File: config.mk
export PLATFORM = sky130hd
export DESIGN_NAME = dmem_responder
export DESIGN_NICKNAME = d
export VERILOG_FILES = /design/src/rtl/dmem_responder.sv
export SDC_FILE = /design/constraint.sdc
export NUM_CORES = 2
export LEC_CHECK = 0
export CORE_MARGIN = 2
export CORE_UTILIZATION = 54
export DETAILED_ROUTE_END_ITERATION = 7
export PLACE_DENSITY_LB_ADDON = 0.2
export SYNTH_ARGS = -nofsm -noshare
export SYNTH_HDL_FRONTEND = slang
export SYNTH_SLANG_ARGS = --single-unit
File: constraint.sdc
create_clock -name clk -period 3.2 [get_ports clk]
set_input_delay 0.96 -clock clk [delete_from_list [all_inputs] [get_ports clk]]
set_output_delay 0.96 -clock clk [all_outputs]
set_load 0.01 [all_outputs]
File: src/rtl/dmem_responder.sv
// Memory-side responder for the core's data port: one request per handshake, with programmable wait states in front of an on-chip word RAM.
// Optional byte-lane write strobes are enabled by defining DMEM_BYTE_STROBE_EN.
module dmem_responder #(
    parameter int ADDR_WIDTH = 6,
    parameter int LATENCY    = 2
) (
    input  logic        clk,
    input  logic        reset,
    input  logic        req_valid,
    output logic        req_ready,
    input  logic        req_write,
    input  logic [31:0] req_addr,
    input  logic [31:0] req_wdata,
`ifdef DMEM_BYTE_STROBE_EN
    input  logic [3:0]  req_be,
`endif
    output logic        rsp_valid,
    input  logic        rsp_ready,
    output logic [31:0] rsp_rdata,
    output logic        rsp_err
);

    localparam int LAT_EFF = (LATENCY < 1) ? 1 : LATENCY;
    localparam int CNT_W   = $clog2(LAT_EFF + 1);
    localparam int DEPTH   = 1 << ADDR_WIDTH;
    localparam logic [CNT_W-1:0] CNT_LOAD = CNT_W'(LAT_EFF - 1);

    typedef enum logic [1:0] {
        ST_IDLE = 2'd0,
        ST_WAIT = 2'd1,
        ST_RESP = 2'd2
    } state_t;

    // Misaligned or beyond the implemented word range.
    function automatic logic addr_err(input logic [31:0] a);
        logic [31:0] hi;
        hi = a >> (ADDR_WIDTH + 2);
        return (a[1:0] != 2'b00) || (hi != 32'd0);
    endfunction

    function automatic logic [31:0] merge_lanes(input logic [31:0] old_w,
                                                input logic [31:0] new_w,
                                                input logic [3:0]  be);
        logic [31:0] merged;
        for (int i = 0; i < 4; i++) begin
            merged[8*i +: 8] = be[i] ? new_w[8*i +: 8] : old_w[8*i +: 8];
        end
        return merged;
    endfunction

    state_t                  state_r;
    logic [CNT_W-1:0]        cnt_r;
    logic                    wr_r;
    logic [31:0]             addr_r;
    logic [31:0]             wdata_r;
    logic [3:0]              lane_en_s;
    logic                    err_s;
    logic                    fire_s;
    logic                    mem_we_s;
    logic [ADDR_WIDTH-1:0]   idx_s;
    logic [31:0]             mem_r [0:DEPTH-1];

`ifdef DMEM_BYTE_STROBE_EN
    logic [3:0]              be_r;

    // Lane strobes captured alongside the request.
    always_ff @(posedge clk or negedge reset) begin
        if (!reset) begin
            be_r <= 4'b0000;
        end else if ((state_r == ST_IDLE) && req_valid && req_ready) begin
            be_r <= req_be;
        end
    end

    assign lane_en_s = be_r;
`else
    assign lane_en_s = 4'b1111;
`endif

    assign err_s    = addr_err(addr_r);
    assign idx_s    = addr_r[ADDR_WIDTH+1:2];
    assign fire_s   = (state_r == ST_WAIT) && (cnt_r == '0);
    assign mem_we_s = fire_s && wr_r && !err_s;

    // Word RAM; contents survive reset, and an aborted write never fires since reset forces IDLE.
    always_ff @(posedge clk) begin
        if (mem_we_s) begin
            mem_r[idx_s] <= merge_lanes(mem_r[idx_s], wdata_r, lane_en_s);
        end
    end

    // Request/response sequencer with registered handshake and response outputs.
    always_ff @(posedge clk or negedge reset) begin
        if (!reset) begin
            state_r   <= ST_IDLE;
            cnt_r     <= '0;
            wr_r      <= 1'b0;
            addr_r    <= 32'd0;
            wdata_r   <= 32'd0;
            req_ready <= 1'b0;
            rsp_valid <= 1'b0;
            rsp_rdata <= 32'd0;
            rsp_err   <= 1'b0;
        end else begin
            case (state_r)
                ST_IDLE: begin
                    req_ready <= 1'b1;
                    if (req_valid && req_ready) begin
                        wr_r      <= req_write;
                        addr_r    <= req_addr;
                        wdata_r   <= req_wdata;
                        req_ready <= 1'b0;
                        cnt_r     <= CNT_LOAD;
                        state_r   <= ST_WAIT;
                    end
                end
                ST_WAIT: begin
                    if (cnt_r == '0) begin
                        state_r   <= ST_RESP;
                        rsp_valid <= 1'b1;
                        if (err_s) begin
                            rsp_rdata <= 32'd0;
                            rsp_err   <= 1'b1;
                        end else if (wr_r) begin
                            rsp_rdata <= 32'd0;
                            rsp_err   <= 1'b0;
                        end else begin
                            rsp_rdata <= mem_r[idx_s];
                            rsp_err   <= 1'b0;
                        end
                    end else begin
                        cnt_r <= cnt_r - CNT_W'(1);
                    end
                end
                ST_RESP: begin
                    // Response fields hold until the requester takes them.
                    if (rsp_ready) begin
                        rsp_valid <= 1'b0;
                        req_ready <= 1'b1;
                        state_r   <= ST_IDLE;
                    end
                end
                default: begin
                    state_r   <= ST_IDLE;
                    req_ready <= 1'b0;
                    rsp_valid <= 1'b0;
                end
            endcase
        end
    end

endmodule

==> metrics <==
combinational share of power=30.2%; Core ar.=150,000 um^2; post-synthesis mux area share=3.45%; final period utilization=97.5%; leakage power=30.5 nW; Post-synth EDFFs=2,048; Worst Tran Pin Value=1380 ps; Ports=104; Final Util=63.6%; commonest non-fill, non-tap cell in the layout=edfxtp_1; status=finished clean; Num CTS Buffers=206; final worst path period need=3120 ps; most frequent cells in the layout=2,048 x edfxtp_1, 412 x a221oi_1, 345 x a22oi_1; DP HPWL=160 mm; WP data arrival=3830 ps; Slew Viols, Final=0; hold buffer count at cts=0; number of max-cap violations=0; gate count of the mapped netlist=4,690; H-tree depth=4; clock latency on the worst-skew pair=870 ps; Post-DP Area=88,800 um^2; Post-Syn Nets=4,760; routed len/inst=35.0 um; FP Rows=142; synth top area cells=edfxtp_1 75%, a221oi_1 4.4%, dfrtp_1 3.2%; clock share of power=26.5%; Net Sw Frac=35.3%; vias in the first global route=47,600; Reg clk slew, reported paths=60 ps; Pre-antenna DRT Iters=6; unrepaired setup endpoints after global routing=false; top cell type's share of synthesized area=75.4%; post-synthesis sequential area ratio=78.6%; R2R cell count=9; critical path class=reg -> reg; fin area=95,400 um^2; Die Area=154,000 um^2; Max Root-Sink Buffers=3; Routed Antenna Nets=0; total power=89.7 mW; total track usage=33.2%; area of the multi-input gates=16,200 um^2; relative slew slack=8.27%; fin nets=5,158; Fin. Hold Viols=0; first-pass GRT wire length=358 mm; clk root buf=clkbuf_16; Clock Skew=40.7 ps; PD cells=940 nW/um^2; Starting Density=54.4%; drt total wl=255 mm; Yosys warning count=0; CTS tree=built; Hold Path Class=in -> async; Main synth FF type=edfxtp_1; Int Pwr=58.0 mW; clock sink count=2,152; largest net degree at the start of global routing=86; post-CTS setup buffers=0; largest family of logic cells by synthesized area=compound AO/OA/AOI/OAI gates; layout cell share with drive strength beyond 1=18.1%; simple-gate portion of the synthesized area=2.90%; adder-cell share of the synthesized area=0.0153%; Worst setup SP type=flop; Cell variety after synth=71; Sequential Area=64,200 um^2; Worst setup EP type=flop; die width=393 um; initial antenna violation count=17; XOR/XNOR Fraction of Synth Area=0%; # fillers=10,400; DRC Markers=0; endpoints failing setup=0; Synth Area in Compound Gates=12.8%; flops & latches, synth=2,152; die height=393 um; Crit Path Max Fanout=34; ys async rst share=4.83%; post-synth top area cell=edfxtp_1; initial DRC count=8,325; VDD IR max=1.25 mV; sw power=31.7 mW; GR Overflow Total=0; Seq pwr share=43.3%; synth-to-layout area growth=17.0%; port buffer count=103; GP Congestion=0.930; Vias/cell=6.93; Syn Area/Cell=17.4 um^2; Netlist Area Pre-Place=81,500 um^2; WP data required=3910 ps; Fmax achieved=0.321 GHz; vias=50,500
-- synthesized netlist by cell type, drive strengths merged (6+ instances only) --
library cell,count
edfxtp,2048
a221oi,412
a22oi,345
nor2,249
buf,233
o22ai,192
mux2i,170
o21ai,161
clkbuf,127
nand2,114
dfrtp,104
a22o,90
mux2,79
a21oi,62
nor3,53
a32oi,18
nor4,17
a211oi,13
o2111ai,13
nand3,11
nor2b,11
and3,10
mux4,10
nand4,10
o221ai,10
o31a,10
a211o,9
o211a,9
o22a,9
and4,8
inv,8
nand2b,8
a2111oi,6
-- critical path, stage by stage, from the launching register on --
cell and delay, ps:
dfrtp_1 390, inv_1 70, ha_1 210, nand3b_1 220, buf_12 270, nand2_1 380
o21ai_0 240, nor4_2 510, nand4_1 390, a2bb2oi_1 240
-- kinds of logic after synthesis --
kind of cell,after synthesis
AOI/OAI and AO/OA,1393
adders and majority gates,1
buffers and inverters,368
DFF,2152
muxes,259
and+or+nand+nor,517
-- metrics by stage --
stage,setup slack [ps],hold WS (ps),instances,TNS (ps)
after floorplan,-341,440,4690,-514420
after global routing,1.80,117,7283,0
after global placement,-64.9,485,6896,-64.9
final,81.1,104,7288,0
after CTS,62.9,98.9,7281,0
after detailed placement,-124,474,6896,-124
-- timing repair --
action | CTS | global route
cloned | 0 | 0
setup endpoints to repair | 1 | 1
gates resized for setup | 1 | 1
pin swaps | 0 | 1
-- worst paths after layout --
check                              start             to  slack [ps]
worst max-delay path            cnt_r[0]  rsp_rdata[13]          80
worst min-delay path               reset    wdata_r[14]         100
worst max register to register  cnt_r[0]  rsp_rdata[13]          80
worst min register to register  cnt_r[0]       cnt_r[0]         480
max in group asynchronous          reset  rsp_rdata[13]        2260
min in group clk                cnt_r[0]       cnt_r[0]         480
-- state kept, by name (all words and copies together) (netlist names) --
| register | cells |
|---|---|
| mem_r | 2048 |
| rsp_valid | 1 |
| cnt_r | 2 |
| state_r | 2 |
| rsp_err | 1 |
| wdata_r | 32 |
| wr_r | 1 |
| rsp_rdata | 32 |
| req_ready | 1 |
| addr_r | 32 |
-- per-layer routing --
layer  share of wire [%]  track usage, %  wire, um  vias to the layer above
met4                 3.3            10.2      8390                       16
met5               0.053           0.223       136                        -
li1                    -               -         -                    20400
met2                  45            49.6    115000                     3805
met3                  14            9.62     36800                      532
met1                  37            47.4     95300                    25800
-- power by group through the flow --
stage | Combinational, mW | Clock, mW | Sequential (mW)
finish | 27.1 | 23.8 | 38.8
global route | 28.2 | 25.0 | 38.9
CTS | 26.4 | 23.9 | 38.7
floorplan | 13.8 | 0 | 38.2
detailed placement | 26.3 | 0 | 39.3
global placement | 26.0 | 0 | 39.1
-- cell type report --
cell class / count / share of cell area (%)
Tap cell: 2016 / 2.64
Sequential cell: 2152 / 67.2
Clock inverter: 100 / 1.06
Inverter: 8 / 0.0393
Antenna cell: 7 / 0.0184
Clock buffer: 285 / 5.84
Timing Repair Buffer: 550 / 6.16
Multi-Input combinational cell: 2170 / 17.0
Note: power is estimated with default switching activity, not from simulation.
